### src/rtl/uart_rx_fifo.sv
// -----------------------------------------------------------------------------
// uart_rx_fifo
//
// Receive side of the debug UART. Synchronizes the incoming serial line,
// decodes 8N1 frames and buffers the received bytes in a show-ahead FIFO
// drained through a valid/ready handshake.
//
// Parameters:
//   CLKS_PER_BIT  clock cycles per UART bit (>= 4)
//   FIFO_DEPTH    byte entries in the FIFO (power of 2, >= 2)
//
// Ports:
//   clk          core clock
//   reset        synchronous, active-high reset
//   uart_rx      serial input, idle high, asynchronous to clk
//   rx_data      byte at the FIFO head (0 while the FIFO is empty)
//   rx_valid     FIFO is non-empty
//   rx_ready     consumer accepts the head byte
//   frame_error  one-cycle pulse: stop bit sampled low
//   overrun      one-cycle pulse: completed byte dropped, FIFO full
//   fifo_count   current FIFO occupancy
// -----------------------------------------------------------------------------
module uart_rx_fifo #(
    parameter int CLKS_PER_BIT = 16,
    parameter int FIFO_DEPTH   = 16
) (
    input  logic                             clk,
    input  logic                             reset,
    input  logic                             uart_rx,
    output logic [7:0]                       rx_data,
    output logic                             rx_valid,
    input  logic                             rx_ready,
    output logic                             frame_error,
    output logic                             overrun,
    output logic [$clog2(FIFO_DEPTH+1)-1:0]  fifo_count
);

    localparam int TW = $clog2(CLKS_PER_BIT);
    localparam int AW = $clog2(FIFO_DEPTH);

    localparam logic [TW-1:0] HALF_LOAD = TW'(CLKS_PER_BIT / 2 - 1);
    localparam logic [TW-1:0] BIT_LOAD  = TW'(CLKS_PER_BIT - 1);

    typedef enum logic [2:0] {
        IDLE,
        START,
        DATA,
        STOP,
        WAIT_IDLE
    } state_t;

    state_t        state;
    state_t        state_next;

    logic          sync_q1;
    logic          line;
    logic          line_prev;
    logic [TW-1:0] timer;
    logic [2:0]    bit_idx;
    logic [7:0]    shift_reg;

    logic          timer_done;
    logic          fall_edge;
    logic          push_req;
    logic          stop_bad;

    logic [7:0]    mem [FIFO_DEPTH];
    logic [AW:0]   wr_ptr;
    logic [AW:0]   rd_ptr;
    logic          fifo_empty;
    logic          fifo_full;
    logic          push;
    logic          pop;

    // -------------------------------------------------------------------------
    // Input synchronizer plus one extra stage for falling-edge detection.
    // All stages reset to the idle level so reset never fakes a start bit.
    // -------------------------------------------------------------------------
    // NOTE: sequential state is assigned with <= so every flop samples
    // pre-edge values, independent of statement order.
    always_ff @(posedge clk) begin
        if (reset) begin
            sync_q1   <= 1'b1;
            line      <= 1'b1;
            line_prev <= 1'b1;
        end else begin
            sync_q1   <= uart_rx;
            line      <= sync_q1;
            line_prev <= line;
        end
    end

    assign timer_done = (timer == '0);
    assign fall_edge  = line_prev && !line;

    // -------------------------------------------------------------------------
    // FSM: state register
    // -------------------------------------------------------------------------
    always_ff @(posedge clk) begin
        if (reset) begin
            state <= IDLE;
        end else begin
            state <= state_next;
        end
    end

    // -------------------------------------------------------------------------
    // FSM: next-state logic
    // -------------------------------------------------------------------------
    // NOTE: every always_comb output gets a default first so no path
    // leaves it unassigned, which would infer a latch.
    always_comb begin
        state_next = state;
        case (state)
            IDLE:      if (fall_edge) state_next = START;
            START:     if (timer_done) state_next = line ? IDLE : DATA;
            DATA:      if (timer_done && (bit_idx == 3'd7)) state_next = STOP;
            STOP:      if (timer_done) state_next = line ? IDLE : WAIT_IDLE;
            WAIT_IDLE: if (line) state_next = IDLE;
            default:   state_next = IDLE;
        endcase
    end

    // -------------------------------------------------------------------------
    // FSM: outputs. The stop bit is judged mid-bit, so a good frame is
    // pushed early enough to catch a back-to-back start bit.
    // -------------------------------------------------------------------------
    always_comb begin
        push_req = 1'b0;
        stop_bad = 1'b0;
        if ((state == STOP) && timer_done) begin
            push_req = line;
            stop_bad = !line;
        end
    end

    // -------------------------------------------------------------------------
    // Bit timer, bit index and shift register (LSB arrives first)
    // -------------------------------------------------------------------------
    always_ff @(posedge clk) begin
        if (reset) begin
            timer     <= '0;
            bit_idx   <= '0;
            shift_reg <= '0;
        end else begin
            case (state)
                IDLE: begin
                    if (fall_edge) timer <= HALF_LOAD;
                end
                START: begin
                    if (timer_done) begin
                        timer   <= BIT_LOAD;
                        bit_idx <= '0;
                    end else begin
                        timer <= timer - 1'b1;
                    end
                end
                DATA: begin
                    if (timer_done) begin
                        shift_reg <= {line, shift_reg[7:1]};
                        bit_idx   <= bit_idx + 3'd1;
                        timer     <= BIT_LOAD;
                    end else begin
                        timer <= timer - 1'b1;
                    end
                end
                STOP: begin
                    if (!timer_done) timer <= timer - 1'b1;
                end
                default: ;
            endcase
        end
    end

    // -------------------------------------------------------------------------
    // FIFO: pointers carry one extra wrap bit to separate full from empty.
    // A push onto a full FIFO still lands when the head is popped in the
    // same cycle, because it reuses the slot being freed.
    // -------------------------------------------------------------------------
    assign fifo_empty = (wr_ptr == rd_ptr);
    assign fifo_full  = (wr_ptr[AW] != rd_ptr[AW]) &&
                        (wr_ptr[AW-1:0] == rd_ptr[AW-1:0]);
    assign pop        = !fifo_empty && rx_ready;
    assign push       = push_req && (!fifo_full || pop);

    always_ff @(posedge clk) begin
        if (reset) begin
            wr_ptr      <= '0;
            rd_ptr      <= '0;
            frame_error <= 1'b0;
            overrun     <= 1'b0;
        end else begin
            if (push) wr_ptr <= wr_ptr + 1'b1;
            if (pop)  rd_ptr <= rd_ptr + 1'b1;
            frame_error <= stop_bad;
            overrun     <= push_req && fifo_full && !pop;
        end
    end

    // NOTE: storage has no reset; emptiness is tracked by the pointers alone
    // and the read mux hides stale contents.
    always_ff @(posedge clk) begin
        if (push) mem[wr_ptr[AW-1:0]] <= shift_reg;
    end

    assign rx_valid   = !fifo_empty;
    assign rx_data    = fifo_empty ? 8'h00 : mem[rd_ptr[AW-1:0]];
    assign fifo_count = wr_ptr - rd_ptr;

endmodule
### config.mk
export PLATFORM = sky130hd
export DESIGN_NAME = uart_rx_fifo
export DESIGN_NICKNAME = d
export VERILOG_FILES = /design/src/rtl/uart_rx_fifo.sv
export SDC_FILE = /design/constraint.sdc
export NUM_CORES = 1
export LEC_CHECK = 0
export CELL_PAD_IN_SITES_DETAIL_PLACEMENT = 1
export CELL_PAD_IN_SITES_GLOBAL_PLACEMENT = 2
export CORE_ASPECT_RATIO = 0.8
export CORE_MARGIN = 1.5
export CORE_UTILIZATION = 49
export CTS_CLUSTER_SIZE = 30
export DETAILED_ROUTE_END_ITERATION = 8
export PLACE_DENSITY_LB_ADDON = 0.1
export SLEW_MARGIN = 5
export SYNTH_ARGS = -nofsm -noshare
export SYNTH_HDL_FRONTEND = slang
export SYNTH_SLANG_ARGS = --single-unit
export TNS_END_PERCENT = 20
### constraint.sdc
create_clock -name clk -period 4.1 [get_ports clk]
set_input_delay 0.41 -clock clk [delete_from_list [all_inputs] [get_ports clk]]
set_output_delay 0.41 -clock clk [all_outputs]
set_load 0.02 [all_outputs]
Word level (Yosys, flattened, before mapping)
Memories as Yosys holds them, arrays and structs flattened. A register that Yosys moved wholly into a read port is not among the register bits.
Cells that the tools add are included.
Widths: inputs -> output; s select.
- logic and storage cells: 77
- memories: 1
- bits of input ports: 4
- output and inout port bits: 16
- register bits after elaboration: 33
- RAM bits: 128
- memories (memory ; words ; bits a word ; read ports ; clocked after memory_dff ; wr ports ; line ; RTL):
    mem ; 16 ; 8 ; 1 ; 1 ; 1 ; 67 ; logic [7:0] mem [FIFO_DEPTH];
- eq/ne operators: 15
- reductions and logical operators: 23
- bitwise logic cells: 1
- $add $sub $neg: 5
- multiplexer cells: 21
- operator list (cell ; number):
    $mux 3 ; 8
    $mux 4 ; 5
    $pmux 3 s5 ; 1
    $ne 2x2->1 const B ; 7
    $pmux 4 s3 ; 1
    $add 5x1->5 const B ; 2
    $logic_and 1x1->1 ; 8
    $mux 8 ; 1
    $eq 3x2->1 const B ; 2
    $eq 3x3->1 const B ; 2
    $pmux 3 s2 ; 1
    $reduce_and 3->1 ; 2
    $eq 5x5->1 ; 1
    $reduce_and 5->1 ; 1
    $sub 5x5->5 ; 1
    $eq 4x4->1 ; 1
    $logic_not 1->1 ; 4
    $logic_not 4->1 ; 1
    $reduce_or 2->1 ; 2
    $sub 4x1->4 const B ; 1
    $add 3x1->3 const B ; 1
    $eq 3x1->1 const B ; 1
    $logic_not 3->1 ; 1
    $mux 1 ; 3
    other kinds (7) ; 7

Depth between registers and ports, before layout
- depth after elaboration: 7
- mapped depth: 7
- gate-level depth less buffers: 7

Worst setup path after synthesis
OpenSTA, ideal clock, no wires.
- path kind: register -> register
- start: reg timer[0]
- end: mem mem[3][0], enable pin
- path slack: 1.676 ns
- path buffers: 1
- stages on the path, launching flop included: 7
- clock period less this slack: 2.424 ns
- arrival: 2.030 ns
- setup time: 0.395 ns
- data required time: 3.705 ns
- cell sequence: dfxtp_1 inv_1 ha_1 nor4b_4 nand3_2 clkbuf_1 nor4_1
- word-level cells in the longest chain between the ends: 6
- ends and longest elaborated chain (item ; line ; RTL):
    start, declared ; 58 ; logic [TW-1:0] timer;
    start signal, assigned ; 155 ; timer <= timer - 1'b1;
    start signal, assigned ; 164 ; timer <= timer - 1'b1;
    start signal, assigned ; 168 ; if (!timer_done) timer <= timer - 1'b1;
    $logic_not 4->1 ; 93 ; assign timer_done = (timer == '0);
    $logic_and 1x1->1 ; 131 ; if ((state == STOP) && timer_done) begin
    $mux 1 ; 131 ;
    $logic_and 1x1->1 ; 184 ; assign push = push_req && (!fifo_full || pop);
    $mux 1 ; 203 ; if (push) mem[wr_ptr[AW-1:0]] <= shift_reg;
    $mux 1 (not written as such) ; 203 ;
    end, declared ; 67 ;
No other way between the ends.

Worst setup path in the final report
- start: reg wr_ptr[2]
- end: out rx_data[0]
- word-level cells in the longest chain between the ends: 2
- ends and longest elaborated chain (item ; line ; RTL):
    start, declared ; 68 ; logic [AW:0] wr_ptr;
    start signal, assigned ; 193 ; if (push) wr_ptr <= wr_ptr + 1'b1;
    $eq 5x5->1 ; 180 ; assign fifo_empty = (wr_ptr == rd_ptr);
    $mux 8 ; 207 ; assign rx_data = fifo_empty ? 8'h00 : mem[rd_ptr[AW-1:0]];
    end, declared ; 30 ; output logic [7:0] rx_data,
No other way between the ends.

==> flow_summary.json <==
{
  "fmaxAchievable_mhz": 289,
  "io-pin-count": 20,
  "syn-num-nets": 440,
  "drt_first_iter_violations": 282,
  "power_leakage_nw": 2.51,
  "worst_skew_pair.late_latency_ns": 0.42,
  "routed-via-count": 3673,
  "timing.hold.worst.class": "register to register",
  "post_cts.repair.setup_buffers": 0,
  "finalCritPeriodShare_pct": 84.3,
  "crit_slowest_cell": "clkdlybuf4s50_1",
  "synth_seq_area_share_pct": 67.0,
  "synthesis.yosys.warnings": 0,
  "ys.flop_type": "edfxtp_1",
  "cts_buffers": 17,
  "critical_path_required_ns": 3.69,
  "gr-usage-all-layers_pct": 22.0,
  "cp-end-kind": "primary output",
  "hold_buf_cts": 0,
  "power.ir.vdd_worst_uv": 319,
  "power-per-cell-area_nw_per_um2": 433,
  "clock_tree.htree_level_count": 4,
  "multi_input_gate_area_in_the_final_layout_sq_um": 2110,
  "worstSetupStartpointType": "register",
  "cap_violations": 0,
  "synth_edf_count": 128,
  "routedWlPerCell_um": 23.2,
  "route.final.wire_length_um": 14800,
  "synth.cell_area_sq_um": 6850,
  "vias_in_the_first_global_route": 3873,
  "setup_ws_ns": 0.645,
  "clock_sinks": 165,
  "critical_path_arrival_ns": 3.05,
  "worst-path-max-fanout": 11,
  "ys_seq_elements": 165,
  "area.sequential_sq_um": 4580,
  "largest_register_ff_count": 128,
  "cts_tree": "built",
  "final_layout_size_suffix_gt1_share_pct": 18.3,
  "cts.root.buffer_cell": "clkbuf_16",
  "antennaDiodeCount": 0,
  "num-nets-final": 464,
  "core_region_area_sq_um": 13600,
  "dr.pass1.iters": 6,
  "placed_cells_incl_taps": 607,
  "placement.setup.worst_slack_ns": 1.09,
  "finalWorstPathRequiredPeriod_ns": 3.46,
  "grt-ovfl-total": 0,
  "wire_length_of_the_first_global_routing_pass_um": 23100,
  "hold_viol_final": 0,
  "floorplan.die.height_um": 109,
  "vias_per_cell": 5.75,
  "netlist_instances": 422,
  "portBuffers": 19,
  "drcViolationCount": 0,
  "largest_net_degree_at_the_start_of_global_routing": 33,
  "post_cts_resize_count": 0,
  "maxSlewHeadroom_pct": 30.9,
  "instances_no_fill": 639,
  "post_syn_area_per_cell_sq_um": 16.2,
  "setup_tns_ns": 0,
  "synthToLayoutAreaGrowth_pct": 13.8,
  "least_margin_pin_slew_ns": 1.03,
  "chipWidth_um": 135,
  "crit_type": "register to primary output",
  "cts.reportedPaths.clkPinSlew_ns": 0.06,
  "layout.filler_cells": 1274,
  "slowest_delay_ns": 0.63,
  "unrepaired_setup_endpoints_after_global_routing": "false",
  "critical_path.cell_chain": "ha_1 > and4_1 > nand2_1 > o21ai_0 > a21oi_1 > clkdlybuf4s50_1",
  "yosysUniqueCellTypes": 57,
  "setup_viol_count_final": 0,
  "rows": 38,
  "gp_congestion": 0.728,
  "fin_skew_ns": 0.00873,
  "antenna_left": 0,
  "post-dp-hpwl_um": 9550,
  "final_max_slew_viol_count": 0,
  "run_status": "finished clean",
  "ys_async_sr_fraction_pct": 0,
  "start_util_pct": 50.3,
  "clk_path_buf_depth": 2,
  "antenna_found_initial": 0,
  "design.die.area_sq_um": 14700
}
through the flow:
stage | total power (W) | utilization [%] | hold slack [ns] | area [sq um]
finish | 0.00337 | 57.3 | 0.424 | 7790
global route | 0.00348 | 57.3 | 0.458 | 7790
CTS | 0.00340 | 57.3 | 0.425 | 7790
detailed placement | 0.00188 | 53.1 | 0.405 | 7220
global placement | 0.00188 | 53.1 | 0.403 | 7220
floorplan | 0.00186 | - | 0.389 | 6850
metal layers:
layer | GRT usage, % | share of wire [%]
met1 | 29.9 | 43
met2 | 35.3 | 49
met3 | 5.58 | 6.4
met4 | 6.61 | 0.71
met5 | 0 | 0
where the power goes:
part           switching (W)  internal [W]  total [W]
sequential        0.00000888       0.00178    0.00179
combinational      0.0000300     0.0000219  0.0000518
clock               0.000638      0.000890    0.00153
final cells by class:
cell class / instances / area share, %
Clock buffer: 18 / 5.51
Inverter: 11 / 0.530
Tap cell: 180 / 2.89
Multi-Input combinational cell: 223 / 27.1
Clock inverter: 14 / 1.75
Sequential cell: 165 / 58.9
Timing Repair Buffer: 28 / 3.31
path summary, 6_finish.rpt:
path | slack (ns) | endpoint | from | cells after the start
setup / recovery | 0.64 | rx_data[0] | wr_ptr[2] | 6
hold / removal | 0.42 | line | sync_q1 | 1
setup reg to reg | 1.22 | mem[8][7] | wr_ptr[2] | 5
hold reg to reg | 0.42 | line | sync_q1 | 1
cell usage after synthesis (5+ instances only):
master      n  area share, %
mux2_2      8            1.3
ha_1       13            2.4
mux2i_1    17            2.5
clkbuf_1   10           0.55
o21ai_1     5           0.37
nand3_1     7           0.51
nor3_1     11           0.80
mux4_1      8            3.1
mux4_2     24            7.9
nand2_1     8           0.44
o21ai_0     7           0.51
a21oi_1    24            1.8
dfxtp_1    37             11
inv_1      11           0.60
buf_2       8           0.58
nor2_1     32            1.8
xnor2_1     6           0.77
edfxtp_1  128             56
cell families (layout without fill, tap and decap cells):
logic type | count (synthesis) | count (layout) | share of synthesized area, %
compound gates | 54 | 54 | 4.73
xor+xnor | 10 | 10 | 1.39
fa+ha+maj | 14 | 14 | 2.67
buf+inv | 34 | 71 | 2.52
flops | 165 | 165 | 67.0
mux | 57 | 57 | 14.8
simple gates | 88 | 88 | 6.95
worst max-delay path: cells and delay by family, from the launching register on:
kind            cells  cell delay [ns]
simple gates        2             0.66
fa+ha+maj           1             0.37
buf+inv             1             0.63
compound gates      2             0.39
flops               1             0.57
cell usage in the layout (no fill, tap or decap), types with 3 or more instances in the layout:
cell,n
edfxtp_1,128
dfxtp_1,37
nor2_1,32
a21oi_1,24
mux4_2,24
clkdlybuf4s50_1,19
mux2i_1,17
clkbuf_16,17
ha_1,13
inv_1,11
buf_4,9
nand2_1,8
mux4_1,8
mux2_2,8
o21ai_0,7
nand3_1,7
xnor2_1,6
nor3_1,6
o21ai_1,5
nor3_2,5
or2_2,4
nand2b_1,3
nand4_1,3
or3_1,3
xor2_1,3
clkinv_1,3
clkinv_4,3
clkinv_2,3
Note: power is estimated with default switching activity, not from simulation.
